**config.mk**
```make
export PLATFORM = sky130hd
export DESIGN_NAME = pc_fetch
export DESIGN_NICKNAME = d
export VERILOG_FILES = /design/src/rtl/pc_fetch.sv
export SDC_FILE = /design/constraint.sdc
export NUM_CORES = 1
export LEC_CHECK = 0
export ABC_AREA = 1
export CAP_MARGIN = 30
export CORE_ASPECT_RATIO = 0.9
export CORE_UTILIZATION = 40
export CTS_CLUSTER_SIZE = 12
export DETAILED_ROUTE_END_ITERATION = 7
export GPL_TIMING_DRIVEN = 0
export PLACE_DENSITY = 0.83
export SLEW_MARGIN = 25
export SYNTH_ARGS = -nofsm -noshare
export SYNTH_HDL_FRONTEND = slang
export SYNTH_SLANG_ARGS = --single-unit
```
**constraint.sdc**
```tcl
create_clock -name clk_i -period 1.7 [get_ports clk_i]
set_input_delay 0.255 -clock clk_i [delete_from_list [all_inputs] [get_ports clk_i]]
set_output_delay 0.255 -clock clk_i [all_outputs]
set_load 0.005 [all_outputs]
```
**src/rtl/pc_fetch.sv**
```systemverilog
`timescale 1ns/1ps
`default_nettype none
// ============================================================================
// Module   : pc_fetch
// Purpose  : Program-counter register and instruction-fetch controller for a
//            10-bit-address CPU. Owns the PC, issues single-word reads to
//            instruction memory, hands the fetched word to decode through a
//            valid/advance handshake, and selects the next PC (sequential,
//            PC-relative branch through the external pc_incr adder, or
//            absolute jump).
// Revision : 1.0 - initial release
// ----------------------------------------------------------------------------
// Ports
//   clk_i          system clock, rising edge
//   reset_i        asynchronous active-high reset
//   adv_i          decode accepts the presented instruction
//   br_taken_i     take a PC-relative branch on this advance
//   br_disp_i      signed branch displacement relative to pc
//   jmp_i          take an absolute jump on this advance (beats br_taken_i)
//   jmp_addr_i     absolute jump target
//   imem_rd_en_o   instruction-memory read strobe (one cycle per request)
//   imem_addr_o    instruction-memory read address (always the current pc)
//   imem_valid_i   read data valid (only looked at while waiting)
//   imem_data_i    read data
//   instr_valid_o  instr_o / pc_o valid for decode
//   instr_o        registered fetched instruction
//   pc_o           address of instr_o
//   link_pc_o      pc_o + 1 (return address)
//   fetch_err_o    one-cycle pulse on each fetch timeout
//   inc_curr_o     pc_incr current PC (equals pc_o)
//   inc_decr_o     pc_incr direction (1 = subtract)
//   inc_diff_o     pc_incr unsigned magnitude
//   inc_next_i     pc_incr result
// ============================================================================
module pc_fetch #(
    parameter logic [9:0] RESET_PC = 10'd0,
    parameter int         INSTR_W  = 16,
    parameter int         TIMEOUT  = 15     // 1..255
) (
    input  logic               clk_i,
    input  logic               reset_i,
    input  logic               adv_i,
    input  logic               br_taken_i,
    input  logic [9:0]         br_disp_i,
    input  logic               jmp_i,
    input  logic [9:0]         jmp_addr_i,
    output logic               imem_rd_en_o,
    output logic [9:0]         imem_addr_o,
    input  logic               imem_valid_i,
    input  logic [INSTR_W-1:0] imem_data_i,
    output logic               instr_valid_o,
    output logic [INSTR_W-1:0] instr_o,
    output logic [9:0]         pc_o,
    output logic [9:0]         link_pc_o,
    output logic               fetch_err_o,
    output logic [9:0]         inc_curr_o,
    output logic               inc_decr_o,
    output logic [9:0]         inc_diff_o,
    input  logic [9:0]         inc_next_i
);

    localparam logic [7:0] C_TIMEOUT = 8'(TIMEOUT);

    typedef enum logic [1:0] {
        S_IDLE  = 2'd0,
        S_REQ   = 2'd1,
        S_WAIT  = 2'd2,
        S_ISSUE = 2'd3
    } state_t;

    state_t               state_q;
    logic [9:0]           pc_q;
    logic [INSTR_W-1:0]   instr_q;
    logic [7:0]           wait_cnt_q;
    logic                 rd_en_q;
    logic                 instr_valid_q;
    logic                 fetch_err_q;

    logic                 w_disp_neg;
    logic [9:0]           w_disp_mag;
    logic [9:0]           pc_d;
    logic [7:0]           wait_cnt_inc;

    // ------------------------------------------------------------------
    // Incrementer drive. Always active; pc only samples the result on an
    // advance. The two's-complement negation of -512 stays 10'h200, which
    // is exactly the magnitude the adder needs.
    // ------------------------------------------------------------------
    always_comb begin
        w_disp_neg = br_disp_i[9];
        w_disp_mag = w_disp_neg ? (~br_disp_i + 10'd1) : br_disp_i;
        inc_decr_o = br_taken_i & w_disp_neg;
        inc_diff_o = br_taken_i ? w_disp_mag : 10'd1;
        // Jump wins over branch; the adder result is then ignored.
        pc_d       = jmp_i ? jmp_addr_i : inc_next_i;
    end

    assign wait_cnt_inc = wait_cnt_q + 8'd1;

    // ------------------------------------------------------------------
    // Fetch FSM with registered strobes.
    // ------------------------------------------------------------------
    always_ff @(posedge clk_i or posedge reset_i) begin
        if (reset_i) begin
            state_q       <= S_IDLE;
            pc_q          <= RESET_PC;
            instr_q       <= '0;
            wait_cnt_q    <= 8'd0;
            rd_en_q       <= 1'b0;
            instr_valid_q <= 1'b0;
            fetch_err_q   <= 1'b0;
        end else begin
            rd_en_q     <= 1'b0;
            fetch_err_q <= 1'b0;
            case (state_q)
                S_IDLE: begin
                    state_q <= S_REQ;
                    rd_en_q <= 1'b1;
                end
                S_REQ: begin
                    wait_cnt_q <= 8'd0;
                    state_q    <= S_WAIT;
                end
                S_WAIT: begin
                    if (wait_cnt_q == C_TIMEOUT) begin
                        // fetch_err is showing this cycle; abandon the read
                        // and retry the same pc.
                        state_q <= S_REQ;
                        rd_en_q <= 1'b1;
                    end else if (imem_valid_i) begin
                        instr_q       <= imem_data_i;
                        instr_valid_q <= 1'b1;
                        state_q       <= S_ISSUE;
                    end else begin
                        wait_cnt_q <= wait_cnt_inc;
                        if (wait_cnt_inc == C_TIMEOUT) begin
                            fetch_err_q <= 1'b1;
                        end
                    end
                end
                S_ISSUE: begin
                    if (adv_i) begin
                        pc_q          <= pc_d;
                        instr_valid_q <= 1'b0;
                        state_q       <= S_REQ;
                        rd_en_q       <= 1'b1;
                    end
                end
                default: begin
                    state_q <= S_IDLE;
                end
            endcase
        end
    end

    assign imem_rd_en_o  = rd_en_q;
    assign imem_addr_o   = pc_q;
    assign instr_valid_o = instr_valid_q;
    assign instr_o       = instr_q;
    assign pc_o          = pc_q;
    assign link_pc_o     = pc_q + 10'd1;
    assign fetch_err_o   = fetch_err_q;
    assign inc_curr_o    = pc_q;

endmodule
`default_nettype wire

```
# --- Word-level counts from Yosys, hierarchy flattened ---
# Cells that the tools add are included.
word_totals:
  inputBits: 52
  output_inout_bits: 70
  ff_bits: 39
  wordCells: 52
op_classes:
  eq_ne: 10
  bitwise_logic: 3
  muxes: 21
  n_addsub: 3
  reduce_logical: 8
ops:
  columns: ["operator", "count"]
  rows:
  - ["two-way mux 10 bit", 3]
  - ["adder 10 x 1 -> 10 bit (second input constant)", 2]
  - ["== test 8 x 4 -> 1 bit (second input constant)", 2]
  - ["two-way mux 8 bit", 2]
  - ["one-hot mux 8 bit (2 select lines)", 1]
  - ["NOT 10 bit", 1]
  - ["two-way mux 1 bit", 9]
  - ["adder 8 x 1 -> 8 bit (second input constant)", 1]
  - ["!= test 2 bit (second input constant)", 4]
  - ["one-hot mux 2 bit (4 select lines)", 1]
  - ["two-way mux 2 bit", 3]
  - ["AND reduction 3 bit", 2]
  - ["== test 2 bit (second input constant)", 2]
  - ["AND reduction 2 bit", 2]
  - ["AND reduction 4 bit", 1]
  - ["nonzero test 2 bit", 2]
  - ["!= test 3 bit (second input constant)", 1]
  - ["one-hot mux 1 bit (3 select lines)", 1]
  - ["== test 2 x 1 -> 1 bit (second input constant)", 1]
  - ["zero test 2 bit", 1]
  - ["one-hot mux 1 bit (2 select lines)", 1]
  - ["bitwise AND 1 bit", 1]
  - ["NOT 1 bit", 1]

# --- Logic depth before layout (Yosys ltp) ---
depth:
  word_depth: 6
  mapped_depth: 8
  depth_no_buf: 8

# --- Least setup slack after synthesis ---
# Ideal clock, no wire load.
synth_timing:
  path_kind: "reg2out"
  startpoint: "reg pc_q[1], in the netlist imem_addr_o[1]"
  endpoint: "out link_pc_o[8]"
  slack_ps: 236
  path_stages_with_launch: 6
  arrival_time_ps: 1209
  required_time_ps: 1445
  path_buffers: 0
  cell_sequence: "dfrtp_1 > ha_1 > nand2_1 > nor3_1 > nand3_1 > xor2_1"
synth_via:
  elab_chain_len: 1
synth_rtl:
  columns: ["element", "line", "rtl"]
  rows:
  - ["start: declaration", "72", "logic [9:0] pc_q;"]
  - ["start signal: assignment", "143", "pc_q <= pc_d;"]
  - ["adder 10 x 1 -> 10 bit", "161", "assign link_pc_o = pc_q + 10'd1;"]
  - ["end: declaration", "54", "output logic [9:0] link_pc_o,"]
# Every way passes these cells.

# --- Worst setup path in the final report ---
layout_timing:
  startpoint: "reg pc_q[0], in the netlist imem_addr_o[0]"
  endpoint: "out link_pc_o[8]"
# The elaborated chain is that of the path after synthesis.

==> flow_metrics.tcl <==
set metrics [dict create \
    timing.rr.start "state_q[1]" \
    worst_setup_path_endpoint "link_pc_o[8]" \
    fmax_ghz 0.5267 \
    layout.nets 527 \
    relSlewSlack_pct 68.87 \
    synth_largest_type_area_fraction_pct 40.73 \
    final_period_minus_worst_setup_slack_ps 1898 \
    synthMuxAreaShare_pct 0 \
    areaGrowthSynthToFinish_pct 67.52 \
    synthSimpleGateAreaFrac_pct 28.09 \
    floorplan.io_pins 122 \
    synth_area_leaders "sky130_fd_sc_hd__dfrtp_1 41%, sky130_fd_sc_hd__nand2_1 13%, sky130_fd_sc_hd__nand3_1 7.1%, sky130_fd_sc_hd__buf_4 6.6%, sky130_fd_sc_hd__nor2_1 5.2%" \
    power_per_cell_area_nw_per_um2 1428 \
    layout-drive-gt1-share_pct 21.41 \
    postLayoutSetupSlackWorst_ps -198.5 \
    layout_commonest_cell "sky130_fd_sc_hd__clkdlybuf4s50_1" \
    cts.sinks 39 \
    holdWs_ps 299.6 \
    final.fill_count 449 \
    final_design_area_no_fill_sq_um 4014 \
    multi_input_area_sq_um 1242 \
    critPathCaptureType "output port" \
    initial_core_util_pct 41.85 \
    diodes 0 \
    worst_path_max_delay_cell "sky130_fd_sc_hd__dfrtp_1" \
    routed-wl-met2_mm 3.685 \
    final_hold_viol_count 0 \
    gpl.final_weighted_congestion 0.8722 \
    r2r_slack_ps 120 \
    final_core_util_pct 70.10 \
    outcome "complete, but fails checks" \
    core_outline_area_sq_um 5725 \
    number_of_flip_flops_and_latches_in_the_synthesized_netlist 39 \
    cts_tree "yes" \
    cts-htree-levels 2 \
    max_stage_delay_ps 430 \
    clock_transition_time_at_the_flip_flop_clock_pins_of_the_worst_setup_and_hold_paths_ps 70 \
    chipWidth_microns 83.58 \
    dr.first_iter.drc_count 147 \
    layout.area.seq_sq_um 983.4 \
    yosys.area.top_type "sky130_fd_sc_hd__dfrtp_1" \
    grt_use_total_pct 22.50 \
    synth.lib_cells_used.distinct 26 \
    route.vias.total 2701 \
    synth_sequential_area_ratio_pct 40.73 \
    latest_clock_arrival_within_the_worst_skew_pair_ps 290 \
    floorplan.rows 26 \
    yosys.area_share.adder_pct 4.178 \
    design.die.area_sq_um 6304 \
    yosys.area_share.xor_xnor_pct 3.290 \
    fin_skew_ps 7.762 \
    syn-num-nets 384 \
    total_of_max_cap_violations 0 \
    grt-ovfl-total 0 \
    timing.final.max_slew_violations 0 \
    hp-class "in -> async" \
    pre_cts_slack_ps -586.4 \
    grt_first_pass_wirelength_mm 11.20 \
    data_required_time_of_the_worst_path_ps 1440 \
    first_global_vias 2394 \
    top_layer_used "met4" \
    placed_cells 514 \
    rsz0062_at_grt "true" \
    cts_buffers 5 \
    cell_area_after_synthesis_sq_um 2396 \
    wl_met3_microns 530 \
    timing.critical_path.fanout_max 3 \
    ctsHoldBuffers 0 \
    failing_checks "negative setup slack" \
    reg2reg_depth 6 \
    wire_per_inst_microns 13.83 \
    max_slew.worst_pin.slew_ps 466.3 \
    startpoint_of_the_most_critical_setup_path "imem_addr_o[0]" \
    synthCells 324 \
    post_drt_via_cell_ratio 5.030 \
    number_of_design_rule_violations_left_after_detail_routing 0 \
    syn_area_per_cell_sq_um 7.395 \
    m1WireLength_mm 3.079 \
    mostFrequentLayoutCells "85 x sky130_fd_sc_hd__clkdlybuf4s50_1, 81 x sky130_fd_sc_hd__nand2_1, 38 x sky130_fd_sc_hd__buf_4" \
    timing.critical_path.arrival_ps 1640 \
    synth_top_family_by_area "simple AND/OR/NAND/NOR gates" \
    final-setup-viol-count 5 \
    antenna_violating_nets_post_route 0 \
    die_y_microns 75.43 \
    dr.pass1.iters 4 \
    synth_compound_gate_area_share_pct 10.50 \
    yosys_warnings 0 \
    category_of_the_worst_setup_path_launch_point "register" \
    leakage_uw 0.001946 \
    cts.path.max_buffers 2 \
    drt-total-wl_mm 7.427 \
    path_class "reg -> out" \
    critical_path.cell_chain "ha_4 > nand2_4 > nor3_4 > buf_4 > nand3_4 > xor2_2 > buf_2" \
    period_utilisation_layout_pct 111.7 \
    power.ir.vdd_worst_mv 1.076 \
    instances_no_fill 537 \
    clock-root-buffer "sky130_fd_sc_hd__clkbuf_8" \
    dp.final_hpwl_mm 5.279 \
    buffer_ports.inserted 119 \
    worstReg2RegEnd "imem_addr_o[6]" \
    area_of_placed_instances_sq_um 3702 \
    maximum_number_of_pins_on_one_net_before_global_route_repair 21 \
    antenna_violations_before_repair 0 \
]
-- layer usage --
layer	GRT usage (%)	vias to the layer above
li1	-	1307
met2	40.11	127
met5	0	-
met3	5.417	11
met4	8.475	0
met1	27.09	1256
-- synthesized netlist by cell type --
| master | number |
|---|---|
| sky130_fd_sc_hd__nor4_1 | 1 |
| sky130_fd_sc_hd__o21ai_2 | 1 |
| sky130_fd_sc_hd__ha_1 | 8 |
| sky130_fd_sc_hd__inv_2 | 1 |
| sky130_fd_sc_hd__clkbuf_1 | 2 |
| sky130_fd_sc_hd__nand2_1 | 84 |
| sky130_fd_sc_hd__clkinv_1 | 1 |
| sky130_fd_sc_hd__nand4_1 | 1 |
| sky130_fd_sc_hd__buf_2 | 4 |
| sky130_fd_sc_hd__nor2_2 | 1 |
| sky130_fd_sc_hd__or2_2 | 1 |
| sky130_fd_sc_hd__nor2_1 | 33 |
| sky130_fd_sc_hd__buf_6 | 1 |
| sky130_fd_sc_hd__a21oi_1 | 19 |
| sky130_fd_sc_hd__dfrtp_1 | 39 |
| sky130_fd_sc_hd__nand3_2 | 1 |
| sky130_fd_sc_hd__a31oi_1 | 1 |
| sky130_fd_sc_hd__xor2_1 | 9 |
| sky130_fd_sc_hd__inv_1 | 30 |
| sky130_fd_sc_hd__nand3b_1 | 1 |
| sky130_fd_sc_hd__o22ai_1 | 5 |
| sky130_fd_sc_hd__nor3_1 | 2 |
| sky130_fd_sc_hd__o21ai_0 | 22 |
| sky130_fd_sc_hd__buf_4 | 21 |
| sky130_fd_sc_hd__nand3_1 | 34 |
| sky130_fd_sc_hd__nand2_4 | 1 |
-- worst max-delay path: cells and delay by family, from the launching register on --
| family | cells | cell delay, ps |
|---|---|---|
| flops | 1 | 430 |
| fa+ha+maj | 1 | 180 |
| xor+xnor | 1 | 150 |
| simple gates | 3 | 320 |
| buf+inv | 2 | 280 |
-- sequential cells by signal (all words and copies together), names as in the netlist --
| name | count |
|---|---|
| fetch_err_o | 1 |
| imem_addr_o | 10 |
| imem_rd_en_o | 1 |
| instr_o | 16 |
| instr_valid_o | 1 |
| state_q | 2 |
| wait_cnt_q | 8 |
-- how the worst min path moves through the flow --
stage | startpoint | to | slack (ps) | cells past startpoint
CTS | reset_i | imem_addr_o[7] | 300 | 2
global route | reset_i | imem_addr_o[8] | 350 | 2
finish | reset_i | imem_addr_o[8] | 300 | 2
detailed placement | instr_o[5] | instr_o[5] | 460 | 2
floorplan | jmp_addr_i[1] | imem_addr_o[1] | 400 | 2
global placement | instr_o[11] | instr_o[11] | 450 | 2
-- where the power goes --
part | internal [uW] | switching [uW] | total, uW
logic | 2010 | 1350 | 3360
clock network | 430 | 309 | 739
registers | 1300 | 332 | 1630
-- stage by stage --
stage	TNS, ps	total power [uW]
4_1_cts	-520.2	5569
6_report	-562.2	5730
5_1_grt	-906.1	6113
2_1_floorplan	0	2851
3_3_place_gp	-16740	4610
3_5_place_dp	-5723	4712
-- final cells by class --
type | count | area share, %
repair buffers | 136 | 31.80
multi-input cells | 225 | 30.95
flip-flops and latches | 39 | 24.50
plain buffers | 28 | 4.956
inverters | 32 | 3.055
well taps | 70 | 2.182
clock buffers | 6 | 1.808
clock inverters | 1 | 0.7481
-- logic make-up (layout without fill, tap and decap cells) --
family          count (synthesis)  count (layout)
fa+ha+maj                       8               8
compound gates                 48              48
xor+xnor                        9               9
simple gates                  160             160
flops                          39              39
buf+inv                        60             203
-- repair_timing --
item,CTS,global route
setup buffers,16,4
setup endpoints to repair,19,42
resized for setup,68,41
pin swaps,15,10
No activity file was read; power rests on OpenSTA's default activity.
